`config.mk`:
```
export PLATFORM = sky130hd
export DESIGN_NAME = cbus_arbiter
export DESIGN_NICKNAME = d
export VERILOG_FILES = /design/src/rtl/cbus_arbiter.sv
export SDC_FILE = /design/constraint.sdc
export NUM_CORES = 1
export LEC_CHECK = 0
export ABC_AREA = 1
export BUFFER_PORTS_ARGS = -buffer_cell sky130_fd_sc_hd__clkbuf_2
export CAP_MARGIN = 30
export CELL_PAD_IN_SITES_DETAIL_PLACEMENT = 1
export CELL_PAD_IN_SITES_GLOBAL_PLACEMENT = 2
export CORE_MARGIN = 10
export CORE_UTILIZATION = 12
export DETAILED_ROUTE_END_ITERATION = 10
export PLACE_DENSITY = 0.95
export SYNTH_ARGS = -nofsm -noshare
export SYNTH_HDL_FRONTEND = slang
export SYNTH_SLANG_ARGS = --single-unit
```
`constraint.sdc`:
```
create_clock -name clk -period 2.6 [get_ports clk]
set_input_delay 0.26 -clock clk [delete_from_list [all_inputs] [get_ports clk]]
set_output_delay 0.26 -clock clk [all_outputs]
set_load 0.01 [all_outputs]
```
`src/rtl/cbus_arbiter.sv`:
```
// Round-robin arbiter sharing one cbus port among NUM_INPUTS requesters, holding each grant until the last beat.
// Latency: 1-cycle grant after valid; backpressure: oresp.ready/last passed straight to the granted requester only.
package cbus_pkg;
    typedef struct packed {
        logic        valid;
        logic        is_write;
        logic [2:0]  size;
        logic [31:0] addr;
        logic [3:0]  strobe;
        logic [31:0] data;
        logic [7:0]  len;
        logic [1:0]  burst;
    } cbus_req_t;

    typedef struct packed {
        logic        ready;
        logic        last;
        logic [31:0] data;
    } cbus_resp_t;
endpackage

module cbus_arbiter
    import cbus_pkg::*;
#(
    parameter int  NUM_INPUTS = 2,
    localparam int IDX_W      = $clog2(NUM_INPUTS)
) (
    input  logic             clk,
    input  logic             reset,
    input  cbus_req_t        ireqs  [NUM_INPUTS],
    output cbus_resp_t       iresps [NUM_INPUTS],
    output cbus_req_t        oreq,
    input  cbus_resp_t       oresp,
    output logic             busy,
    output logic [IDX_W-1:0] grant_idx
);
    typedef enum logic {IDLE, BUSY} state_e;

    state_e           state_q;
    logic [IDX_W-1:0] sel_q;
    logic [IDX_W-1:0] rr_q;
    logic [IDX_W-1:0] gnt_q;
    logic [7:0]       beat_q;
    logic             busy_q;

    logic [IDX_W-1:0] pick_d;
    logic [IDX_W-1:0] rr_inc_d;
    logic             any_vld_d;
    logic             sel_vld_d;

    // Scan from the highest offset down so the lowest offset from rr_q wins.
    always_comb begin
        pick_d    = rr_q;
        any_vld_d = 1'b0;
        for (int k = NUM_INPUTS - 1; k >= 0; k--) begin
            if (ireqs[(int'(rr_q) + k) % NUM_INPUTS].valid) begin
                any_vld_d = 1'b1;
                pick_d    = IDX_W'((int'(rr_q) + k) % NUM_INPUTS);
            end
        end
    end

    assign rr_inc_d = (sel_q == IDX_W'(NUM_INPUTS - 1)) ? '0 : sel_q + IDX_W'(1);

    always_comb begin
        oreq      = '0;
        sel_vld_d = 1'b0;
        for (int i = 0; i < NUM_INPUTS; i++) begin
            iresps[i] = '0;
            if (sel_q == IDX_W'(i)) begin
                sel_vld_d = ireqs[i].valid;
                if (state_q == BUSY) begin
                    oreq      = ireqs[i];
                    iresps[i] = oresp;
                end
            end
        end
    end

    always_ff @(posedge clk) begin
        if (reset) begin
            state_q <= IDLE;
            sel_q   <= '0;
            rr_q    <= '0;
            gnt_q   <= '0;
            beat_q  <= '0;
            busy_q  <= 1'b0;
        end else begin
            case (state_q)
                IDLE: begin
                    if (any_vld_d) begin
                        state_q <= BUSY;
                        sel_q   <= pick_d;
                        gnt_q   <= pick_d;
                        busy_q  <= 1'b1;
                        beat_q  <= '0;
                    end
                end
                BUSY: begin
                    if (oresp.ready && oresp.last) begin
                        state_q <= IDLE;
                        rr_q    <= rr_inc_d;
                        gnt_q   <= '0;
                        busy_q  <= 1'b0;
                        beat_q  <= '0;
                    end else if (beat_q == 8'd0 && !sel_vld_d) begin
                        // Requester withdrew before any data moved: release without advancing rr.
                        state_q <= IDLE;
                        gnt_q   <= '0;
                        busy_q  <= 1'b0;
                    end else if (oresp.ready && beat_q != 8'hFF) begin
                        beat_q <= beat_q + 8'd1;
                    end
                end
            endcase
        end
    end

    assign busy      = busy_q;
    assign grant_idx = gnt_q;
endmodule

```
; Yosys cells after proc, flatten, opt, wreduce, memory -nomap -nowiden
; Cells that the tools add are included.
[totals]
regBits = 13
input_bits = 202
[classes]
add_sub_neg = 3
magnitude_cmp = 2
n_eq_ne = 5
n_mux = 34
n_bitwise = 4
n_reduce_logical = 9
[ops]
columns = operator, count
row1 = $mux W83, 10
row2 = $mux W34, 3
row3 = $ge A32 B2 Y1 const B, 2
row4 = $mux W8, 4
row5 = $not A1 Y32, 1
row6 = $not A32 Y32, 1
row7 = $pmux W8 S2, 1
row8 = $mux W1, 13
row9 = $add A8 B1 Y8 const B, 1
row10 = $logic_not A8 Y1, 1
row11 = $ne A8 B8 Y1 const B, 1
row12 = $ne A3 B1 Y1 const B, 2
row13 = $pmux W1 S2, 3
row14 = $reduce_and A2 Y1, 3
row15 = $logic_and A1 B1 Y1, 3
row16 = $ne A3 B3 Y1 const B, 1
row17 = $reduce_and A3 Y1, 1
row18 = $add A1 B1 Y1 const B, 2
row19 = $ne A2 B2 Y1 const B, 1
row20 = $and A1 B1 Y1 const A, 1
row21 = $logic_not A1 Y1, 1
row22 = $not A1 Y1, 1

; Longest topological paths before layout
[depth]
word_depth = 10
depth_mapped = 11
ltp_nobuf = 10

; Least setup slack after synthesis
; OpenSTA, ideal clock, no wires.
[synth_timing]
kind = register -> output
startpoint = register sel_q
endpoint = output iresps[0] (netlist name)
arrival_ps = 1255
required_time_ps = 2340
setup_slack_ps = 1085
path_stages_with_launch = 6
cell_sequence = dfxtp_1 buf_2 inv_2 buf_2 buf_1 nor3_1
[synth_lines]
columns = item, line
row1 = "start, declared", 40  ; logic [IDX_W-1:0] sel_q;
row2 = "start signal, assigned", 93  ; sel_q <= pick_d;
row3 = "end, declared", 31  ; output cbus_resp_t iresps [NUM_INPUTS],

==> flow_metrics.env <==
export IMPL_cts_setup_buffers=0
export IMPL_start_util_pct=12.2
export IMPL_relSlewSlack_pct=66.2
export IMPL_worst_path_max_fanout=48
export IMPL_n_fill_cell=2768
export IMPL_dp_slack_ns=0.888
export IMPL_drive_above_1_share_pct=45.2
export IMPL_hold_slack_ns=0.289
export IMPL_ys_seq_elements=13
export IMPL_wl_per_cell_um=15.7
export IMPL_final_nets=1045
export IMPL_syn_inst=518
export IMPL_ctsResizeCount=0
export IMPL_hold_violations=0
export IMPL_path_clk_slew_ns=0.05
export IMPL_clock_latency_ns=0.24
export IMPL_post_place_cells=1106
export IMPL_drtPass1Iterations=4
export IMPL_worst_path_max_delay_cell="dfxtp_4"
export IMPL_setup_violations_final=0
export IMPL_grt_overflow=0
export IMPL_cp_depth=4
export IMPL_drtIter0Drc=225
export IMPL_final_util_pct=22.5
export IMPL_max_freq_ghz=0.545
export IMPL_critPathTopFamily="buffers and inverters"
export IMPL_cts_max_level=1
export IMPL_coreArea_um2=20200
export IMPL_rsz0062_at_grt="no"
export IMPL_post_synth_cell_area_avg_um2=4.76
export IMPL_multi_input_area_um2=1830
export IMPL_ir_worst_vdd_mv=0.180
export IMPL_rows=52
export IMPL_power_leakage_nw=2.72
export IMPL_path_cells="buf_4, o21ai_0, nor2_1, clkbuf_2"
export IMPL_syn_cell_area_um2=2470
export IMPL_layoutNonFillerInstCount=1110
export IMPL_cap_violations=0
export IMPL_slew_violations=0
export IMPL_crit_buf_inv=2
export IMPL_outcome="finished clean"
export IMPL_vias=4551
export IMPL_post_route_period_util_pct=70.6
export IMPL_crit_required_ns=2.34
export IMPL_grt_max_degree=65
export IMPL_grt_pass1_vias=4811
export IMPL_worst_slew_pin_slew_ns=0.507
export IMPL_cts_hold_fix_buffers=0
export IMPL_die_area_um2=26700
export IMPL_finalWorstSetupSlack_ns=0.764
export IMPL_min_period_ns=1.84
export IMPL_cts_max_path_buffers=2
export IMPL_cp_end_kind="primary output"
export IMPL_hold_class="in -> reg"
export IMPL_place_congestion=0.902
export IMPL_drc=0
export IMPL_worstRegToRegCells=6
export IMPL_ys_seq_area_share_pct=10.5
export IMPL_fin_area_um2=4560
export IMPL_synthDistinctLibCells=23
export IMPL_die_y_um=163
export IMPL_fin_skew_ns=0.00282
export IMPL_critical_path_class="reg -> out"
export IMPL_post_dp_hpwl_mm=15.1
export IMPL_seqCellArea_um2=265
export IMPL_yosysWarningCount=0
export IMPL_synthesis_nets=722
export IMPL_cts_root_buffer="clkbuf_16"
export IMPL_cts_made_buffers=3
export IMPL_die_w_um=163
export IMPL_port_buffers=354
export IMPL_worstSetupStartpointType="flop"
export IMPL_syn_to_final_growth_pct=84.8
export IMPL_postRouteAntennaNets=0
export IMPL_vias_per_cell=4.10
export IMPL_worst_ep_arrival_time_ns=1.58
export IMPL_power_mw=1.33
export IMPL_grt_pass1_wl_mm=25.9
export IMPL_power_density_nw_per_um2=293
export IMPL_antenna_cells=0
export IMPL_wl_mm=17.5
export IMPL_grtUsageTotal_pct=11.8
export IMPL_cts_sinks=13
export IMPL_fin_setup_tns_ns=0
export IMPL_cts_tree="done"
export IMPL_io_pins=355
export IMPL_antenna_found_initial=0
export IMPL_cp_slowest_stage_delay_ns=0.43
export IMPL_postPlaceCellArea_um2=4480
export IMPL_whs_path_depth=2
[placed cells by master (no fill, tap or decap)]
master and instances:
clkbuf_2 354, nor2_1 185, o21ai_0 86, nor3_1 66, inv_1 47, nand2_1 36
a21oi_1 11, dfxtp_1 11, nand3_1 8, buf_4 7, nand4_1 5, nand2_2 4
clkbuf_16 3, nor2_2 2, nand3_2 2, ha_1 2, buf_12 2, inv_2 1
clkinv_2 1, a31oi_1 1, o21bai_1 1, a21oi_2 1, or2_2 1, clkbuf_1 1
dfxtp_4 1, dfxtp_2 1
[routing by layer]
metal	track usage [%]	part of all wire (%)	routed length, um	vias to the layer above
met5	0	0	0	-
met4	1.27	0.53	92	0
met3	4.18	10	1780	7
met2	22.2	51	8870	208
met1	12.6	38	6720	2039
li1	-	-	-	2297
[flip-flops by register name (all words and copies together) (netlist names)]
signal	cells
state_q	1
beat_q	8
busy	1
grant_idx	1
rr_q	1
sel_q	1
[cell usage after synthesis, drive strengths merged]
cell	n	share of area, %
nand4	5	1.3
a21oi	12	2.6
o21bai	1	0.30
nand2	40	6.5
clkbuf	32	4.9
o21ai	86	17
or2	1	0.25
buf	12	2.6
dfxtp	13	11
nor2	187	29
ha	2	1.0
nand3	10	2.4
a31oi	1	0.25
inv	49	7.5
clkdlybuf4s25	1	0.41
nor3	66	13
[path summary, 6_finish.rpt]
kind	startpoint	end	slack [ns]
worst max-delay path	sel_q	oreq[43]	0.76
worst min-delay path	reset	beat_q[3]	0.29
worst max register to register	state_q	beat_q[7]	0.91
worst min register to register	rr_q	rr_q	0.45
[cells by family (layout without fill, tap and decap cells)]
logic type | Yosys count | count (layout) | synth area share [%]
AND/OR/NAND/NOR | 309 | 309 | 52.5
adder cells (fa/ha/maj) | 2 | 2 | 1.01
buffers and inverters | 94 | 416 | 15.4
AO/OA/AOI/OAI | 100 | 100 | 20.6
flip-flops | 13 | 13 | 10.5
[final cells by class]
type	instances	share of cell area, %
Timing Repair Buffer	363	40.9
Multi-Input combinational cell	411	40.1
Tap cell	270	7.41
Sequential cell	13	5.82
Inverter	49	4.06
Clock buffer	4	1.73
[power breakdown]
group | switching (mW) | internal (mW)
registers | 0.0125 | 0.213
clock network | 0.0856 | 0.207
logic | 0.495 | 0.320
total | 0.594 | 0.741
(Power assumes the default switching activity.)
